--- config.mk ---
export PLATFORM = sky130hd
export DESIGN_NAME = rtc_lector
export DESIGN_NICKNAME = d
export VERILOG_FILES = /design/src/rtl/rtc_pkg.sv /design/src/rtl/detector_flanco.sv /design/src/rtl/rtc_lector.sv
export SDC_FILE = /design/constraint.sdc
export NUM_CORES = 1
export LEC_CHECK = 0
export BUFFER_PORTS_ARGS = -buffer_cell sky130_fd_sc_hd__buf_4
export CELL_PAD_IN_SITES_DETAIL_PLACEMENT = 0
export CELL_PAD_IN_SITES_GLOBAL_PLACEMENT = 1
export CORE_MARGIN = 4
export CORE_UTILIZATION = 45
export DETAILED_ROUTE_END_ITERATION = 8
export PLACE_DENSITY = 0.94
export SKIP_LAST_GASP = 1
export SLEW_MARGIN = 10
export SYNTH_ARGS = -nofsm -noshare
export SYNTH_HDL_FRONTEND = slang
export SYNTH_SLANG_ARGS = --single-unit
--- constraint.sdc ---
create_clock -name clk -period 2.4 [get_ports clk]
set_input_delay 0.36 -clock clk [delete_from_list [all_inputs] [get_ports clk]]
set_output_delay 0.36 -clock clk [all_outputs]
set_load 0.05 [all_outputs]
--- src/rtl/rtc_pkg.sv ---
// Shared RTC bus constants: register addresses, per-register step schedule and idle levels.
// Both the initialisation writer and the read-back controller sequence the bus from these steps.
package rtc_pkg;

  typedef logic [5:0] step_t;
  typedef logic [1:0] idx_t;

  localparam logic [7:0] DEF_ADDR_SEG = 8'h21;
  localparam logic [7:0] DEF_ADDR_MIN = 8'h22;
  localparam logic [7:0] DEF_ADDR_HOR = 8'h23;

  // One register access: address phase (AD/CS/WR low, bus driven), then read phase (CS/RD low).
  localparam step_t STEP_SEL     = 6'd0;
  localparam step_t STEP_AD_LO   = 6'd1;
  localparam step_t STEP_CS_LO   = 6'd2;
  localparam step_t STEP_WR_LO   = 6'd3;
  localparam step_t STEP_DRIVE   = 6'd4;
  localparam step_t STEP_WR_HI   = 6'd9;
  localparam step_t STEP_CS_HI   = 6'd10;
  localparam step_t STEP_AD_HI   = 6'd11;
  localparam step_t STEP_RELEASE = 6'd13;
  localparam step_t STEP_CS_RD   = 6'd21;
  localparam step_t STEP_RD_LO   = 6'd22;
  localparam step_t STEP_SAMPLE  = 6'd28;
  localparam step_t STEP_RD_HI   = 6'd29;
  localparam step_t STEP_CS_END  = 6'd30;
  localparam step_t STEP_END     = 6'd40;

  localparam idx_t IDX_SEG  = 2'd0;
  localparam idx_t IDX_MIN  = 2'd1;
  localparam idx_t IDX_HOR  = 2'd2;
  localparam idx_t IDX_LAST = IDX_HOR;

  localparam logic       STROBE_IDLE = 1'b1;
  localparam logic [7:0] BUS_IDLE    = 8'hFF;

  function automatic logic [7:0] reg_addr(input idx_t idx, input logic [7:0] a_seg,
                                          input logic [7:0] a_min, input logic [7:0] a_hor);
    logic [7:0] a;
    case (idx)
      IDX_SEG: a = a_seg;
      IDX_MIN: a = a_min;
      default: a = a_hor;
    endcase
    return a;
  endfunction

endpackage

--- src/rtl/detector_flanco.sv ---
// Rising-edge detector: registers the input once and flags cycles where it is high but was low.
// The flag is combinational from the input; the consumer registers it, so no input reaches a pin.
module detector_flanco (
  input  logic clk,
  input  logic reset,
  input  logic senal_i,
  output logic senal_d_o,
  output logic flanco_o
);

  logic senal_q;

  always_ff @(posedge clk) begin
    if (reset) begin
      senal_q <= 1'b0;
    end else begin
      senal_q <= senal_i;
    end
  end

  assign senal_d_o = senal_q;
  assign flanco_o  = senal_i & ~senal_q;

endmodule

--- src/rtl/rtc_lector.sv ---
// RTC read-back: on a rising edge of leer, reads seconds/minutes/hours over the AD bus (41 steps each)
// and presents all three with a one-cycle dato_valido, 123 cycles after ocupado rises.
module rtc_lector
  import rtc_pkg::*;
#(
  parameter logic [7:0] ADDR_SEG = DEF_ADDR_SEG,
  parameter logic [7:0] ADDR_MIN = DEF_ADDR_MIN,
  parameter logic [7:0] ADDR_HOR = DEF_ADDR_HOR
) (
  input  logic       clk,
  input  logic       reset,
  input  logic       leer,
  input  logic [7:0] dato_in,
  output logic [7:0] dato_out,
  output logic       bus_oe,
  output logic       CS,
  output logic       RD,
  output logic       WR,
  output logic       AD,
  output logic [7:0] segundos,
  output logic [7:0] minutos,
  output logic [7:0] horas,
  output logic       dato_valido,
  output logic       ocupado
);

  localparam logic S_IDLE     = 1'b0;
  localparam logic S_BUSCYCLE = 1'b1;

  logic leer_d;
  logic flanco;

  detector_flanco u_flanco (
    .clk      (clk),
    .reset    (reset),
    .senal_i  (leer),
    .senal_d_o(leer_d),
    .flanco_o (flanco)
  );

  logic             state_q, state_d;
  step_t            c_q, c_d;
  idx_t             i_q, i_d;
  logic             cs_q, cs_d;
  logic             rd_q, rd_d;
  logic             wr_q, wr_d;
  logic             ad_q, ad_d;
  logic [7:0]       dato_out_q, dato_out_d;
  logic             bus_oe_q, bus_oe_d;
  logic [2:0][7:0]  sh_q, sh_d;
  logic [7:0]       seg_q, seg_d;
  logic [7:0]       min_q, min_d;
  logic [7:0]       hor_q, hor_d;
  logic             valido_q, valido_d;
  logic             ocupado_q, ocupado_d;

  always_comb begin
    state_d    = state_q;
    c_d        = c_q;
    i_d        = i_q;
    cs_d       = cs_q;
    rd_d       = rd_q;
    wr_d       = wr_q;
    ad_d       = ad_q;
    dato_out_d = dato_out_q;
    bus_oe_d   = bus_oe_q;
    sh_d       = sh_q;
    seg_d      = seg_q;
    min_d      = min_q;
    hor_d      = hor_q;
    valido_d   = 1'b0;
    ocupado_d  = ocupado_q;

    case (state_q)
      S_IDLE: begin
        if (flanco) begin
          state_d   = S_BUSCYCLE;
          ocupado_d = 1'b1;
          i_d       = IDX_SEG;
          c_d       = STEP_SEL;
        end
      end

      default: begin
        c_d = c_q + 6'd1;
        case (c_q)
          STEP_SEL: begin
            cs_d = STROBE_IDLE;
            rd_d = STROBE_IDLE;
            wr_d = STROBE_IDLE;
            ad_d = STROBE_IDLE;
          end
          STEP_AD_LO: ad_d = ~STROBE_IDLE;
          STEP_CS_LO: cs_d = ~STROBE_IDLE;
          STEP_WR_LO: wr_d = ~STROBE_IDLE;
          STEP_DRIVE: begin
            dato_out_d = reg_addr(i_q, ADDR_SEG, ADDR_MIN, ADDR_HOR);
            bus_oe_d   = 1'b1;
          end
          STEP_WR_HI: wr_d = STROBE_IDLE;
          STEP_CS_HI: cs_d = STROBE_IDLE;
          STEP_AD_HI: ad_d = STROBE_IDLE;
          // Bus is released well before RD falls so the RTC never fights our drivers.
          STEP_RELEASE: begin
            bus_oe_d   = 1'b0;
            dato_out_d = BUS_IDLE;
          end
          STEP_CS_RD:  cs_d = ~STROBE_IDLE;
          STEP_RD_LO:  rd_d = ~STROBE_IDLE;
          STEP_SAMPLE: sh_d[i_q] = dato_in;
          STEP_RD_HI:  rd_d = STROBE_IDLE;
          STEP_CS_END: cs_d = STROBE_IDLE;
          STEP_END: begin
            c_d = STEP_SEL;
            if (i_q < IDX_LAST) begin
              i_d = i_q + 2'd1;
            end else begin
              // Publish only complete triples; a reset before here discards the shadows.
              seg_d     = sh_q[IDX_SEG];
              min_d     = sh_q[IDX_MIN];
              hor_d     = sh_q[IDX_HOR];
              valido_d  = 1'b1;
              ocupado_d = 1'b0;
              state_d   = S_IDLE;
            end
          end
          default: ;
        endcase
      end
    endcase
  end

  always_ff @(posedge clk) begin
    if (reset) begin
      state_q    <= S_IDLE;
      c_q        <= STEP_SEL;
      i_q        <= IDX_SEG;
      cs_q       <= STROBE_IDLE;
      rd_q       <= STROBE_IDLE;
      wr_q       <= STROBE_IDLE;
      ad_q       <= STROBE_IDLE;
      dato_out_q <= BUS_IDLE;
      bus_oe_q   <= 1'b0;
      sh_q       <= '0;
      seg_q      <= 8'h00;
      min_q      <= 8'h00;
      hor_q      <= 8'h00;
      valido_q   <= 1'b0;
      ocupado_q  <= 1'b0;
    end else begin
      state_q    <= state_d;
      c_q        <= c_d;
      i_q        <= i_d;
      cs_q       <= cs_d;
      rd_q       <= rd_d;
      wr_q       <= wr_d;
      ad_q       <= ad_d;
      dato_out_q <= dato_out_d;
      bus_oe_q   <= bus_oe_d;
      sh_q       <= sh_d;
      seg_q      <= seg_d;
      min_q      <= min_d;
      hor_q      <= hor_d;
      valido_q   <= valido_d;
      ocupado_q  <= ocupado_d;
    end
  end

  assign dato_out    = dato_out_q;
  assign bus_oe      = bus_oe_q;
  assign CS          = cs_q;
  assign RD          = rd_q;
  assign WR          = wr_q;
  assign AD          = ad_q;
  assign segundos    = seg_q;
  assign minutos     = min_q;
  assign horas       = hor_q;
  assign dato_valido = valido_q;
  assign ocupado     = ocupado_q;

endmodule

**After elaboration in Yosys (flattened, before gate mapping)**

Cells that the tools add are included.

- Logic and storage cells: 96
- Register bits after elaboration: 73
- Bits of input ports: 11

- Multiplexer cells: 26
- Add/subtract/negate cells: 2
- $lt $le $gt $ge: 3
- Equal/unequal tests: 18
- Reductions and logical operators: 24
- Bitwise operators: 5

Operators with widths:

| cell | number |
|---|---|
| $eq A6 B5 Y1 const B | 5 |
| $bwmux W24 | 1 |
| $eq A6 B4 Y1 const B | 4 |
| $mux W6 | 3 |
| $demux W8 S2 | 1 |
| $pmux W8 S2 | 1 |
| $eq A6 B2 Y1 const B | 2 |
| $reduce_and A2 Y1 | 6 |
| $reduce_bool A2 Y1 | 6 |
| $pmux W1 S2 | 5 |
| $mux W1 | 9 |
| $reduce_and A3 Y1 | 3 |
| $mux W2 | 4 |
| $mux W8 | 1 |
| $reduce_or A2 Y1 | 4 |
| $add A6 B1 Y6 const B | 1 |
| $eq A6 B1 Y1 const B | 1 |
| $eq A6 B3 Y1 const B | 1 |
| $eq A6 B6 Y1 const B | 1 |
| $logic_not A6 Y1 | 1 |
| $reduce_or A3 Y1 | 2 |
| $ne A2 B1 Y1 const B | 2 |
| $not A1 Y1 | 4 |
| $pmux W2 S2 | 1 |
| other kinds (9) | 9 |

**Logic depth before layout (Yosys ltp)**

Gate-level depths: netlist of run 1.

- Word-level depth: 5
- Depth in mapped cells: 7
- Gate-level depth less buffers: 6

**By module**

From an unflattened synthesis of run 1, not the netlist that was laid out.

- Cells, all modules: 312
- Area total of the unflattened synthesis: 2912.8 um^2

By module, submodules not included:

| module | area an instance (um^2) | instances | sequential area each (um^2) | cells an instance |
|---|---|---|---|---|
| rtc_lector | 2865.2 | 1 | 1341.3 | 309 |
| detector_flanco | 47.5 | 1 | 20.0 | 3 |

**Least setup slack after synthesis of run 1**

Ideal clock, no wire load.

- Path kind: register to register
- Start point: register c_q[0]
- End point: register hor_q[2], in the netlist horas[2]
- Cell stages (with the launch flop): 8
- Arrival time: 1.403 ns
- Path slack: 0.867 ns
- Setup time: 0.131 ns
- Path buffers: 2
- Period minus slack after synthesis: 1.533 ns
- Path through: dfxtp_1 > inv_1 > ha_1 > buf_2 > nand4_2 > buf_2 > nand2_1 > a21oi_2

- Word-level cells in the longest chain between the ends: 2

RTL lines:

| element | line | RTL |
|---|---|---|
| from (decl) | rtc_lector.sv:42 | `step_t c_q, c_d;` |
| from (signal assigned) | rtc_lector.sv:136 | `c_q <= STEP_SEL;` |
| from (signal assigned) | rtc_lector.sv:152 | `c_q <= c_d;` |
| $eq A6 B6 Y1 | rtc_lector.sv:86 | `case (c_q)` |
| $reduce_and A3 Y1 (no line) | -- |  |
| to (signal assigned) | rtc_lector.sv:163 | `hor_q <= hor_d;` |
| to (decl) | rtc_lector.sv:53 | `logic [7:0] hor_q, hor_d;` |

Every way passes these cells.
A chain may end at the register's enable or synchronous reset.

**Final worst setup path of run 1**

- Start point: register c_q[3]
- End point: register min_q[3], in the netlist minutos[3]

- Word-level cells in the longest chain between the ends: 2

RTL lines:

| element | line | RTL |
|---|---|---|
| $eq A6 B6 Y1 | rtc_lector.sv:86 |  |
| $reduce_and A3 Y1 (no line) | -- |  |
| to (signal assigned) | rtc_lector.sv:162 | `min_q <= min_d;` |
| to (decl) | rtc_lector.sv:52 | `logic [7:0] min_q, min_d;` |

Every way passes these cells.

==> impl_metrics.json, run 1 <==
{
  "drt-total-wl_um": 5990,
  "synth_compound_gate_area_share_pct": 10.9,
  "synth_fp_nets": 324,
  "drc": 0,
  "routedWlPerCell_um": 14.2,
  "place.gp.congestion": 0.756,
  "powerDensity_nw_per_um2": 675,
  "core_area_um2": 6030,
  "placed_cell_area_um2": 3160,
  "yosys_warnings": 0,
  "nets": 361,
  "cts_buffer_depth": 2,
  "fin_area_um2": 3380,
  "clock-sinks": 68,
  "synth-main-ff-cell": "dfxtp_1",
  "start_util_pct": 47.2,
  "die_h_um": 87.5,
  "synth_seq_cells": 68,
  "synth_cell_types": 45,
  "slowest_stage": "dfxtp_1",
  "cp_slowest_stage_delay_ps": 580,
  "syn_area_per_cell_um2": 9.30,
  "yosys.area_share.simple_pct": 21.3,
  "grt_max_degree": 65,
  "postCtsHoldBufs": 0,
  "place_hpwl_um": 4050,
  "timing.fmax_mhz": 538,
  "endpoint_kind": "flip-flop",
  "ff_latch_area_um2": 1360,
  "initialDrtViolationCount": 143,
  "cp_data_required_time_ps": 2600,
  "layout-drive-gt1-share_pct": 22.1,
  "period_minus_slack_ps": 1860,
  "synth_top_family_by_area": "simple AND/OR/NAND/NOR gates",
  "holdCritPathClass": "input pin to flip-flop",
  "io_pins": 50,
  "antenna_found_initial": 0,
  "clkLatencyLatePin_ps": 350,
  "cts_resized": 0,
  "row_count": 28,
  "grt_pass1_vias": 2026,
  "fin_worst_skew_ps": 6.72,
  "multi_input_area_um2": 1290,
  "cts_tree": "built",
  "grt_pass1_wl_um": 9840,
  "worstMarginPinSlew_ps": 653,
  "maxSlewViolCount": 0,
  "async_flop_share_pct": 0,
  "seq_area_frac_synth_pct": 47.8,
  "fin_crit_sh_pct": 77.5,
  "die_area_um2": 7660,
  "root_buffer": "clkbuf_8",
  "die_w_um": 87.5,
  "r2r_slack_ps": 540,
  "syn_to_final_growth_pct": 18.8,
  "cts_made_buffers": 9,
  "fillers": 535,
  "crit_arrival_ps": 2060,
  "port_buffers": 48,
  "status": "finished, final reports clean",
  "p_leak_nw": 1.46,
  "path_clk_slew_ps": 80,
  "ant_nets": 0,
  "finalSetupViolations": 0,
  "post_cts_buffers": 0,
  "crit_path_max_fanout": 19,
  "n_antenna_cell": 0,
  "gr-usage-all-layers_pct": 16.7,
  "synth-edff-count": 0,
  "vias": 2211,
  "ir_worst_vdd_mv": 0.538,
  "netlist_area_um2": 2850,
  "syn-instance-count": 306,
  "viasPerCell": 5.23,
  "path_class": "flip-flop to flip-flop",
  "relSlewSlack_pct": 56.5,
  "final_common_cell": "dfxtp_1",
  "grt_overflow": 0,
  "synthMuxAreaShare_pct": 9.85,
  "htree_levels": 3,
  "synthAdderAreaFrac_pct": 3.08,
  "finalHoldViolCount": 0,
  "fin_setup_tns_ps": 0,
  "rsz0062_at_grt": "no",
  "critPathLaunchType": "flip-flop",
  "crit_path_cell_trace": "and4bb_1 -> nand4_2 -> buf_4 -> nand2_1 -> a21oi_1",
  "drt_first_pass_iters": 4,
  "synth_xor_area_share_pct": 0.308,
  "final_cell_mix": "dfxtp_1 (68), nand2_1 (55), buf_4 (51)",
  "max-cap-violations": 0
}
-- through the flow --
| step | util, % | setup slack [ps] | hold WS [ps] | power (mW) | cells |
|---|---|---|---|---|---|
| finish | 56.1 | 540 | 254 | 2.28 | 423 |
| global route | 56.1 | 367 | 248 | 2.36 | 423 |
| CTS | 56.1 | 573 | 234 | 2.31 | 423 |
| detailed placement | 52.4 | 588 | 448 | 1.27 | 407 |
| global placement | 52.4 | 651 | 440 | 1.27 | 407 |
| floorplan | - | 867 | 432 | 1.24 | 306 |
-- kinds of logic after synthesis --
logic type / count (synthesis)
AO/OA/AOI/OAI: 51
XOR/XNOR: 1
adder cells (fa/ha/maj): 7
buffers and inverters: 32
flip-flops: 68
multiplexers: 28
other: 1
AND/OR/NAND/NOR: 118
-- routing by layer --
layer	share of wire [%]	track usage, %
met5	0	0
met3	6.2	6.30
met4	1.1	6.28
met1	48	22.1
met2	45	24.7
-- where the power goes --
group	switching (mW)	internal [mW]
registers	0.00549	1.13
clock network	0.446	0.589
logic	0.0761	0.0338
total	0.527	1.76
-- cell usage after synthesis (2+ instances only) --
library cell	number	area, um2
clkbuf_1	8	30.0
nand2b_1	3	18.8
nand2_1	55	206
a211oi_1	2	15.0
nand3_1	11	55.1
dfxtp_1	68	1360
o21ai_0	7	35.0
buf_4	7	52.6
buf_8	2	30.0
nand4_4	3	63.8
a41oi_1	4	35.0
buf_2	4	20.0
inv_1	7	26.3
mux2i_1	28	280
a22oi_1	2	15.0
buf_6	2	22.5
nor2_1	31	116
a21oi_2	3	26.3
a21oi_1	27	135
ha_1	7	87.6
-- registers in the layout, summed over array words and instances (netlist names) --
signal	flops
AD	1
CS	1
RD	1
WR	1
bus_oe	1
c_q	6
dato_out	3
dato_valido	1
horas	8
i_q	2
minutos	8
ocupado	1
segundos	8
sh_q	24
state_q	1
u_flanco.senal_d_o	1
-- final timing paths --
kind | startpoint | to | cells past startpoint
max | c_q[3]$_SDFFE_PP0P_ | minutos[3]$_SDFFE_PP0P_ | 5
min reg2reg | minutos[6]$_SDFFE_PP0P_ | minutos[6]$_SDFFE_PP0P_ | 2
max reg2reg | c_q[3]$_SDFFE_PP0P_ | minutos[3]$_SDFFE_PP0P_ | 5
min | leer | u_flanco.senal_d_o$_SDFF_PP0_ | 2
-- area by class of cell --
cell class | count | share of cell area, %
Sequential cell | 68 | 40.3
Timing Repair Buffer | 51 | 11.3
Clock inverter | 7 | 2.92
Tap cell | 75 | 2.77
Multi-Input combinational cell | 206 | 38.3
Clock buffer | 9 | 3.66
Inverter | 7 | 0.777
-- critical path: cells and delay by family, from the launching register on --
family | cells | cell delay (ps)
and+or+nand+nor | 3 | 780
DFF | 1 | 580
buffers and inverters | 1 | 290
AOI/OAI and AO/OA | 1 | 60
Power figures use the tool's default switching activity.
==> inputs of run 2 (changes only) <==
--- a/config.mk
+++ b/config.mk
@@ -9,9 +9,9 @@
 export CELL_PAD_IN_SITES_DETAIL_PLACEMENT = 0
 export CELL_PAD_IN_SITES_GLOBAL_PLACEMENT = 1
 export CORE_MARGIN = 4
-export CORE_UTILIZATION = 45
+export CORE_UTILIZATION = 42
 export DETAILED_ROUTE_END_ITERATION = 8
-export PLACE_DENSITY = 0.94
+export PLACE_DENSITY = 0.89
 export SKIP_LAST_GASP = 1
 export SLEW_MARGIN = 10
 export SYNTH_ARGS = -nofsm -noshare
==> constraint.sdc (replaced) <==
create_clock -name clk -period 1.8 [get_ports clk]
set_input_delay 0.27 -clock clk [delete_from_list [all_inputs] [get_ports clk]]
set_output_delay 0.27 -clock clk [all_outputs]
set_load 0.05 [all_outputs]
==> run 2 against run 1 <==
Effect of this change: sequential power grew 33%; design area increased by 1.6%; hold slack got worse by 94 ps; sequential share of layout area fell by 0.63 points; utilization shrank 2.9 points; cell count is 2.6% higher; critical path depth is 1 lower; largest cell class unchanged; largest power group unchanged; highest routed layer unchanged.
==> impl_metrics.json, run 2 (synthesis results as in run 1) <==
{
  "cts_tree": "built",
  "ant_nets": 0,
  "grt_pass1_wl_um": 9830,
  "grt_overflow": 0,
  "cts_made_buffers": 9,
  "syn_to_final_growth_pct": 20.7,
  "antenna_found_initial": 0,
  "fillers": 615,
  "die_h_um": 90.3,
  "drc": 0,
  "fin_worst_skew_ps": 10.3,
  "relSlewSlack_pct": 55.8,
  "drt_first_pass_iters": 4,
  "nets": 370,
  "multi_input_area_um2": 1300,
  "fin_area_um2": 3440,
  "ff_latch_area_um2": 1360,
  "core_area_um2": 6460,
  "holdCritPathClass": "input pin to flip-flop",
  "crit_arrival_ps": 1910,
  "finalHoldViolCount": 0,
  "vias": 2196,
  "fin_crit_sh_pct": 90.7,
  "period_minus_slack_ps": 1630,
  "rsz0062_at_grt": "no",
  "htree_levels": 3,
  "powerDensity_nw_per_um2": 852,
  "place_hpwl_um": 3960,
  "place.gp.congestion": 0.835,
  "endpoint_kind": "flip-flop",
  "cts_buffer_depth": 2,
  "clock-sinks": 68,
  "path_clk_slew_ps": 80,
  "grt_pass1_vias": 2101,
  "p_leak_nw": 1.49,
  "die_w_um": 90.3,
  "grt_max_degree": 65,
  "cp_data_required_time_ps": 2080,
  "top_register": "sh_q",
  "n_antenna_cell": 0,
  "status": "finished, final reports clean",
  "root_buffer": "clkbuf_8",
  "max-cap-violations": 0,
  "critPathLaunchType": "flip-flop",
  "start_util_pct": 44.1,
  "routedWlPerCell_um": 13.4,
  "final_cell_mix": "dfxtp_1 (68), buf_4 (60), nand2_1 (55)",
  "ir_worst_vdd_mv": 0.436,
  "initialDrtViolationCount": 118,
  "final_common_cell": "dfxtp_1",
  "fin_setup_tns_ps": 0,
  "drt-total-wl_um": 5840,
  "crit_path_max_fanout": 25,
  "maxSlewViolCount": 0,
  "viasPerCell": 5.06,
  "postCtsHoldBufs": 0,
  "timing.fmax_mhz": 613,
  "die_area_um2": 8160,
  "placed_cell_area_um2": 3220,
  "largest_reg_flops": 24,
  "io_pins": 50,
  "layout-drive-gt1-share_pct": 24.6,
  "row_count": 29,
  "port_buffers": 48,
  "gr-usage-all-layers_pct": 14.8,
  "worstMarginPinSlew_ps": 663,
  "path_class": "flip-flop to flip-flop",
  "clkLatencyLatePin_ps": 350,
  "finalSetupViolations": 0
}
[run 2: cell type report]
cell class                      count  area share, %
Clock buffer                        9           3.61
Clock inverter                      7           2.22
Inverter                            7          0.765
Multi-Input combinational cell    206           37.9
Sequential cell                    68           39.6
Tap cell                           77           2.80
Timing Repair Buffer               60           13.1
[run 2: stage by stage]
stage | power, mW | setup WS [ps] | util, % | std cells | hold WS (ps)
floorplan | 1.65 | 267 | - | 306 | 398
global placement | 1.71 | 183 | 49.9 | 417 | 440
detailed placement | 1.71 | 81.7 | 49.9 | 417 | 445
CTS | 2.96 | 50.2 | 53.0 | 433 | 151
global route | 3.04 | 47.3 | 53.2 | 434 | 149
finish | 2.93 | 168 | 53.2 | 434 | 161
[run 2: worst max-delay path, stage by stage (launching register included)]
cell and delay, ps:
dfxtp_1 440, and4bb_1 400, and4_4 470, nand2_1 110, a21oi_1 140
[run 2: routing by layer]
metal  part of all wire, %  track usage, %
met1                    48            19.3
met2                    46            22.5
met3                   4.4            3.92
met4                   1.6            7.65
met5                     0               0
[run 2: final timing paths]
path / startpoint / cells past startpoint / slack, ps / end
max: c_q[5]$_SDFFE_PP0P_ / 4 / 170 / segundos[6]$_SDFFE_PP0P_
min: leer / 2 / 160 / u_flanco.senal_d_o$_SDFF_PP0_
min reg2reg: sh_q[22]$_SDFFE_PP0P_ / 2 / 450 / horas[6]$_SDFFE_PP0P_
max reg2reg: c_q[5]$_SDFFE_PP0P_ / 4 / 170 / segundos[6]$_SDFFE_PP0P_
[run 2: repair_timing]
| item | in CTS | in global routing |
|---|---|---|
| buffers inserted | 0 | 1 |
| setup endpoints to repair | 0 | 6 |
| gates resized for setup | 0 | 2 |
[run 2: report_power, final]
group	switching (mW)	internal [mW]
clock network	0.607	0.645
registers	0.00695	1.51
logic	0.105	0.0524
total	0.719	2.21
